File: config.mk
export PLATFORM = sky130hd
export DESIGN_NAME = pb_err_slave
export DESIGN_NICKNAME = d
export VERILOG_FILES = /design/src/rtl/pb_err_slave.sv
export SDC_FILE = /design/constraint.sdc
export NUM_CORES = 1
export LEC_CHECK = 0
export BUFFER_PORTS_ARGS = -buffer_cell sky130_fd_sc_hd__buf_2
export CORE_MARGIN = 2
export CORE_UTILIZATION = 33
export DETAILED_ROUTE_END_ITERATION = 12
export GPL_TIMING_DRIVEN = 0
export PLACE_DENSITY_LB_ADDON = 0.25
export SLEW_MARGIN = 25
export SYNTH_ARGS = -nofsm -noshare
export SYNTH_HDL_FRONTEND = slang
export SYNTH_SLANG_ARGS = --single-unit
File: constraint.sdc
create_clock -name clk_i -period 4.7 [get_ports clk_i]
set_clock_uncertainty 0.2 [all_clocks]
set_input_delay 1.41 -clock clk_i [delete_from_list [all_inputs] [get_ports clk_i]]
set_output_delay 1.41 -clock clk_i [all_outputs]
set_load 0.02 [all_outputs]
File: src/rtl/pb_err_slave.sv
// AXI4 DECERR subordinate: one B beat per write, len+1 R beats of RespData per read.
// Optional error counter output err_cnt_o is enabled by defining PB_ERR_SLAVE_STATS_EN.
module pb_err_slave #(
  parameter int unsigned IdWidth   = 4,
  parameter int unsigned DataWidth = 64,
  parameter logic [63:0] RespData  = 64'hBADC_AB1E_BADC_AB1E
) (
  input  logic                 clk_i,
  input  logic                 rst_ni,
  input  logic                 aw_valid_i,
  output logic                 aw_ready_o,
  input  logic [IdWidth-1:0]   aw_id_i,
  input  logic                 w_valid_i,
  output logic                 w_ready_o,
  input  logic                 w_last_i,
  output logic                 b_valid_o,
  input  logic                 b_ready_i,
  output logic [IdWidth-1:0]   b_id_o,
  output logic [1:0]           b_resp_o,
  input  logic                 ar_valid_i,
  output logic                 ar_ready_o,
  input  logic [IdWidth-1:0]   ar_id_i,
  input  logic [7:0]           ar_len_i,
  output logic                 r_valid_o,
  input  logic                 r_ready_i,
  output logic [IdWidth-1:0]   r_id_o,
  output logic [DataWidth-1:0] r_data_o,
  output logic [1:0]           r_resp_o,
  output logic                 r_last_o,
`ifdef PB_ERR_SLAVE_STATS_EN
  output logic [15:0]          err_cnt_o,
`endif
  output logic                 busy_o
);

  typedef enum logic [1:0] {W_IDLE, W_DATA, W_RESP} wstate_e;
  typedef enum logic       {R_IDLE, R_SEND} rstate_e;

  wstate_e              r_wstate, w_wstate_nxt;
  rstate_e              r_rstate, w_rstate_nxt;
  logic [IdWidth-1:0]   r_bid;
  logic [IdWidth-1:0]   r_rid;
  logic [7:0]           r_cnt;

  logic w_aw_hs, w_w_hs, w_b_hs, w_ar_hs, w_r_hs, w_r_last;

  assign aw_ready_o = (r_wstate == W_IDLE);
  assign w_ready_o  = (r_wstate == W_DATA);
  assign b_valid_o  = (r_wstate == W_RESP);
  assign b_id_o     = r_bid;
  assign b_resp_o   = 2'b11;

  assign ar_ready_o = (r_rstate == R_IDLE);
  assign r_valid_o  = (r_rstate == R_SEND);
  // Gate with state so the cleared counter does not flag last while idle.
  assign w_r_last   = (r_rstate == R_SEND) && (r_cnt == 8'd0);
  assign r_last_o   = w_r_last;
  assign r_id_o     = r_rid;
  assign r_data_o   = DataWidth'(RespData);
  assign r_resp_o   = 2'b11;

  assign busy_o = (r_wstate != W_IDLE) || (r_rstate != R_IDLE);

  assign w_aw_hs = aw_valid_i && aw_ready_o;
  assign w_w_hs  = w_valid_i  && w_ready_o;
  assign w_b_hs  = b_valid_o  && b_ready_i;
  assign w_ar_hs = ar_valid_i && ar_ready_o;
  assign w_r_hs  = r_valid_o  && r_ready_i;

  always_comb begin
    w_wstate_nxt = r_wstate;
    case (r_wstate)
      W_IDLE:  if (w_aw_hs) w_wstate_nxt = W_DATA;
      W_DATA:  if (w_w_hs && w_last_i) w_wstate_nxt = W_RESP;
      W_RESP:  if (w_b_hs) w_wstate_nxt = W_IDLE;
      default: w_wstate_nxt = W_IDLE;
    endcase
  end

  always_comb begin
    w_rstate_nxt = r_rstate;
    case (r_rstate)
      R_IDLE:  if (w_ar_hs) w_rstate_nxt = R_SEND;
      R_SEND:  if (w_r_hs && w_r_last) w_rstate_nxt = R_IDLE;
      default: w_rstate_nxt = R_IDLE;
    endcase
  end

  always_ff @(posedge clk_i or negedge rst_ni) begin
    if (!rst_ni) begin
      r_wstate <= W_IDLE;
      r_bid    <= '0;
    end else begin
      r_wstate <= w_wstate_nxt;
      if (w_aw_hs) r_bid <= aw_id_i;
    end
  end

  always_ff @(posedge clk_i or negedge rst_ni) begin
    if (!rst_ni) begin
      r_rstate <= R_IDLE;
      r_rid    <= '0;
      r_cnt    <= 8'd0;
    end else begin
      r_rstate <= w_rstate_nxt;
      if (w_ar_hs) begin
        r_rid <= ar_id_i;
        r_cnt <= ar_len_i;
      end else if (w_r_hs && !w_r_last) begin
        r_cnt <= r_cnt - 8'd1;
      end
    end
  end

`ifdef PB_ERR_SLAVE_STATS_EN
  logic [15:0] r_err_cnt;
  logic [16:0] w_err_sum;

  assign w_err_sum = {1'b0, r_err_cnt} + 17'(w_b_hs) + 17'(w_r_hs && w_r_last);

  always_ff @(posedge clk_i or negedge rst_ni) begin
    if (!rst_ni) begin
      r_err_cnt <= 16'd0;
    end else if (w_err_sum[16]) begin
      r_err_cnt <= 16'hFFFF;
    end else begin
      r_err_cnt <= w_err_sum[15:0];
    end
  end

  assign err_cnt_o = r_err_cnt;
`endif

endmodule

---- Word level (Yosys, flattened, before mapping) ----
Index checks and enable logic that the tools add are counted.
W data, S select, Z words.
storage, ports and cells
  register bits after elaboration ......... 19
  input bits .............................. 24
  output and inout bits ................... 83
  word-level logic and storage cells ...... 37
operators by class
  add/subtract/negate cells ............... 1
  eq/ne operators ......................... 5
  mux-type cells .......................... 9
  bitwise operators ....................... 1
  reduce and logical (&&, ||, !) cells .... 16
operator list
  kind                   number
  $mux W8                2
  $logic_and A1 B1 Y1    9
  $logic_not A8 Y1       1
  $sub A8 B1 Y8 const B  1
  $mux W2                3
  $ne A2 B1 Y1 const B   3
  $pmux W2 S3            1
  $reduce_bool A2 Y1     2
  $reduce_and A3 Y1      1
  $eq A2 B1 Y1 const B   1
  $eq A2 B2 Y1 const B   1
  $logic_not A2 Y1       1
  $mux W1                2
  $pmux W1 S2            1
  $logic_not A1 Y1       1
  $logic_or A1 B1 Y1     1
  $not A1 Y1             1

---- Longest topological paths before layout ----
  depth after elaboration ................. 6
  depth in mapped cells ................... 7
  gate-level depth less buffers ........... 6

---- Worst setup path after synthesis ----
OpenSTA, ideal clock, no wires.
  path type ............................... flip-flop to output port
  from .................................... register r_cnt[0]
  to ...................................... output r_last_o
  arrival time ............................ 1090 ps
  data required time ...................... 3090 ps
  setup slack ............................. 2000 ps
  cell stages (with the launch flop) ...... 6
  path buffers ............................ 1
  cells stage by stage .................... dfrtp_1 -> inv_1 -> ha_1 -> and3b_1 -> and3_4 -> buf_6
between the ends
  longest elaborated chain between the ends .. 2
RTL lines
  what                    line  RTL
  from (decl)             43    logic [7:0] r_cnt;
  from (signal assigned)  108   r_cnt <= ar_len_i;
  from (signal assigned)  110   r_cnt <= r_cnt - 8'd1;
  $logic_not A8 Y1        56    assign w_r_last = (r_rstate == R_SEND) && (r_cnt == 8'd0);
  $logic_and A1 B1 Y1     56
  to (decl)               29    output logic r_last_o,
No other way between the ends.

---- Final worst setup path ----
Same ends and word-level chain as after synthesis.

==> impl_metrics.json <==
{
  "status": "finished, final reports clean",
  "num_antenna_cells": 0,
  "synth.top_cell.area_share_pct": 34.29,
  "place.detailed.hpwl_um": 2333,
  "p_leak_nw": 1.155,
  "cts_tree": "done",
  "grt_start_max_net_pins": 20,
  "yosysTopAreaCell": "buf_4",
  "timing.setup.tns_ns": 0,
  "die_h_um": 71.17,
  "path_max_fanout": 5,
  "p_clk_share_pct": 14.6,
  "cts_buffers": 3,
  "area_delta_synth_final_pct": 36.89,
  "grt_overflow": 0,
  "p_comb_share_pct": 48.4,
  "period_share_pct": 67.86,
  "antenna_found_initial": 0,
  "switching_share_pct": 41.69,
  "syn_area_um2": 1489,
  "regArea_um2": 475.5,
  "drtPass1Iterations": 2,
  "final_max_slew_viol_count": 0,
  "root_buffer": "clkbuf_8",
  "drv_cap": 0,
  "grt_pass1_vias": 982,
  "path_clk_slew_ns": 0.08,
  "port_buffers": 38,
  "clk_latency_ns": 0.25,
  "layout.nets": 302,
  "nFillCells": 421,
  "grt_usage_pct": 10.10,
  "wire_per_inst_um": 8.361,
  "ys_seq_elements": 19,
  "post-cts-setup-buffer-count": 0,
  "drtIter0Drc": 6,
  "syn-instance-count": 167,
  "timing_hold_violations_final": 0,
  "finalSetupViolCount": 0,
  "hold_path_class": "reg2reg",
  "rows": 24,
  "cts_resized": 0,
  "required_ns": 3.09,
  "viasPerCell": 3.486,
  "post-route-min-period_ns": 3.189,
  "synthDistinctLibCells": 37,
  "rsz0062_at_grt": "no",
  "clockBufferDepth": 2,
  "antenna_left": 0,
  "critPathArrivalTime_ns": 1.58,
  "final_cell_mix": "68 x buf_4, 68 x conb_1, 38 x buf_2",
  "multiInputGateArea_um2": 713.2,
  "cts_hold_buffers": 0,
  "p_sw_mw": 0.3267,
  "cp-start-kind": "flip-flop",
  "irDropWorstVdd_uv": 175.6,
  "cts_max_level": 1,
  "route.vias.total": 1140,
  "ys_top_cells_by_area": "buf_4 34%, dfrtp_1 32%, nand2_1 4.5%",
  "fmax_mhz": 313.6,
  "coreArea_um2": 4354,
  "initial_core_util_pct": 34.20,
  "die_x_um": 71.17,
  "powerDensity_nw_per_um2": 384.5,
  "grt_pass1_wl_um": 4243,
  "finalPower_mw": 0.7838,
  "gp_congestion": 0.8236,
  "die_area_um2": 5065,
  "criticalPathCategory": "reg2out",
  "clock_sinks": 19,
  "crit_path_end_kind": "output port",
  "route.detailed.drc": 0,
  "avgSynthCellArea_um2": 8.916,
  "drt-total-wl_um": 2734,
  "ios": 107,
  "power_frac_seq_pct": 36.9,
  "drive_gt1_share_pct": 41.45,
  "ys_seq_area_share_pct": 31.93,
  "yosys_warnings": 0,
  "p_int_mw": 0.4571
}
-- per-stage QoR --
step	util, %	instances	hold WS (ns)	setup WS, ns	area [um2]
after floorplan	-	233	0.2397	2.000	1737
after global placement	45.75	323	0.2578	1.809	1992
after detailed placement	45.75	323	0.2618	1.787	1992
after CTS	46.81	327	0.2712	1.503	2038
after global routing	46.81	327	0.3050	1.451	2038
final	46.81	327	0.2705	1.511	2038
-- worst paths after layout --
check	startpoint	end	slack (ns)	depth (start not counted)
min	r_wstate[1]$_DFFE_PN0P_	r_wstate[0]$_DFFE_PN0P_	0.27	1
max reg2reg	r_cnt[0]$_DFFE_PN0P_	r_cnt[4]$_DFFE_PN0P_	2.71	7
min in group asynchronous	rst_ni	r_cnt[1]$_DFFE_PN0P_	0.89	1
min reg2reg	r_wstate[1]$_DFFE_PN0P_	r_wstate[0]$_DFFE_PN0P_	0.27	1
max	r_cnt[0]$_DFFE_PN0P_	r_last_o	1.51	6
max in group asynchronous	rst_ni	r_wstate[0]$_DFFE_PN0P_	3.11	1
-- cells in the mapped netlist, drive strengths merged --
master and instances:
clkbuf 3, and3b 1, nand3b 1, inv 4, conb 2, nand2b 1, nor2b 3, buf 69
nor2 7, nor3 1, and4bb 1, or3b 1, nand2 18, o22a 1, a311oi 1, dfrtp 19
nand4 1, ha 2, or2 1, and4b 1, nand3 1, o211ai 2, mux2 4, o31ai 2
xnor2 1, o21ai 3, a21oi 3, o41ai 1, and3 2, a32o 1, and2 1, mux2i 1
xor2 3, a31oi 3, nor4b 1
-- state kept, by name, indices dropped and copies added (netlist names) --
register   flops
r_cnt          8
b_id_o         4
r_id_o         4
r_wstate       2
r_valid_o      1
-- logic make-up (layout without fill, tap and decap cells) --
logic type | Yosys count | after routing | share of synthesized area [%]
AO/OA/AOI/OAI | 17 | 17 | 7.730
flip-flops | 19 | 19 | 31.93
AND/OR/NAND/NOR | 42 | 42 | 15.30
buffers and inverters | 76 | 118 | 36.81
adder cells (fa/ha/maj) | 2 | 2 | 1.680
multiplexers | 5 | 5 | 3.697
XOR/XNOR | 4 | 4 | 2.353
other | 2 | 68 | 0.5044
-- area by class of cell --
type	count	share of cell area (%)
Buffer	72	26.15
Clock buffer	3	2.026
Clock inverter	1	0.2455
Inverter	4	0.7366
Multi-Input combinational cell	138	34.99
Sequential cell	19	23.33
Tap cell	52	3.192
Timing Repair Buffer	38	9.331
-- power groups by stage --
stage	combinational [mW]	clock (mW)	sequential, mW
after floorplan	0.253	0	0.327
after CTS	0.385	0.119	0.290
after global placement	0.374	0	0.291
final	0.380	0.115	0.289
after global routing	0.419	0.127	0.300
after detailed placement	0.382	0	0.294
-- worst max-delay path, cell delays in order, from the launching register on --
cell     delay [ns]
dfrtp_1        0.41
inv_1          0.08
ha_1           0.21
and3b_1        0.19
and3_4         0.17
buf_6          0.12
buf_2          0.15
-- layer usage --
metal,part of all wire [%],global-route usage (%),vias to the layer above
met3,9.7,2.422,0
met5,0,0,-
met4,0,0,0
met1,42,12.71,461
met2,48,18.62,54
li1,-,-,625
No activity file was read; power rests on OpenSTA's default activity.
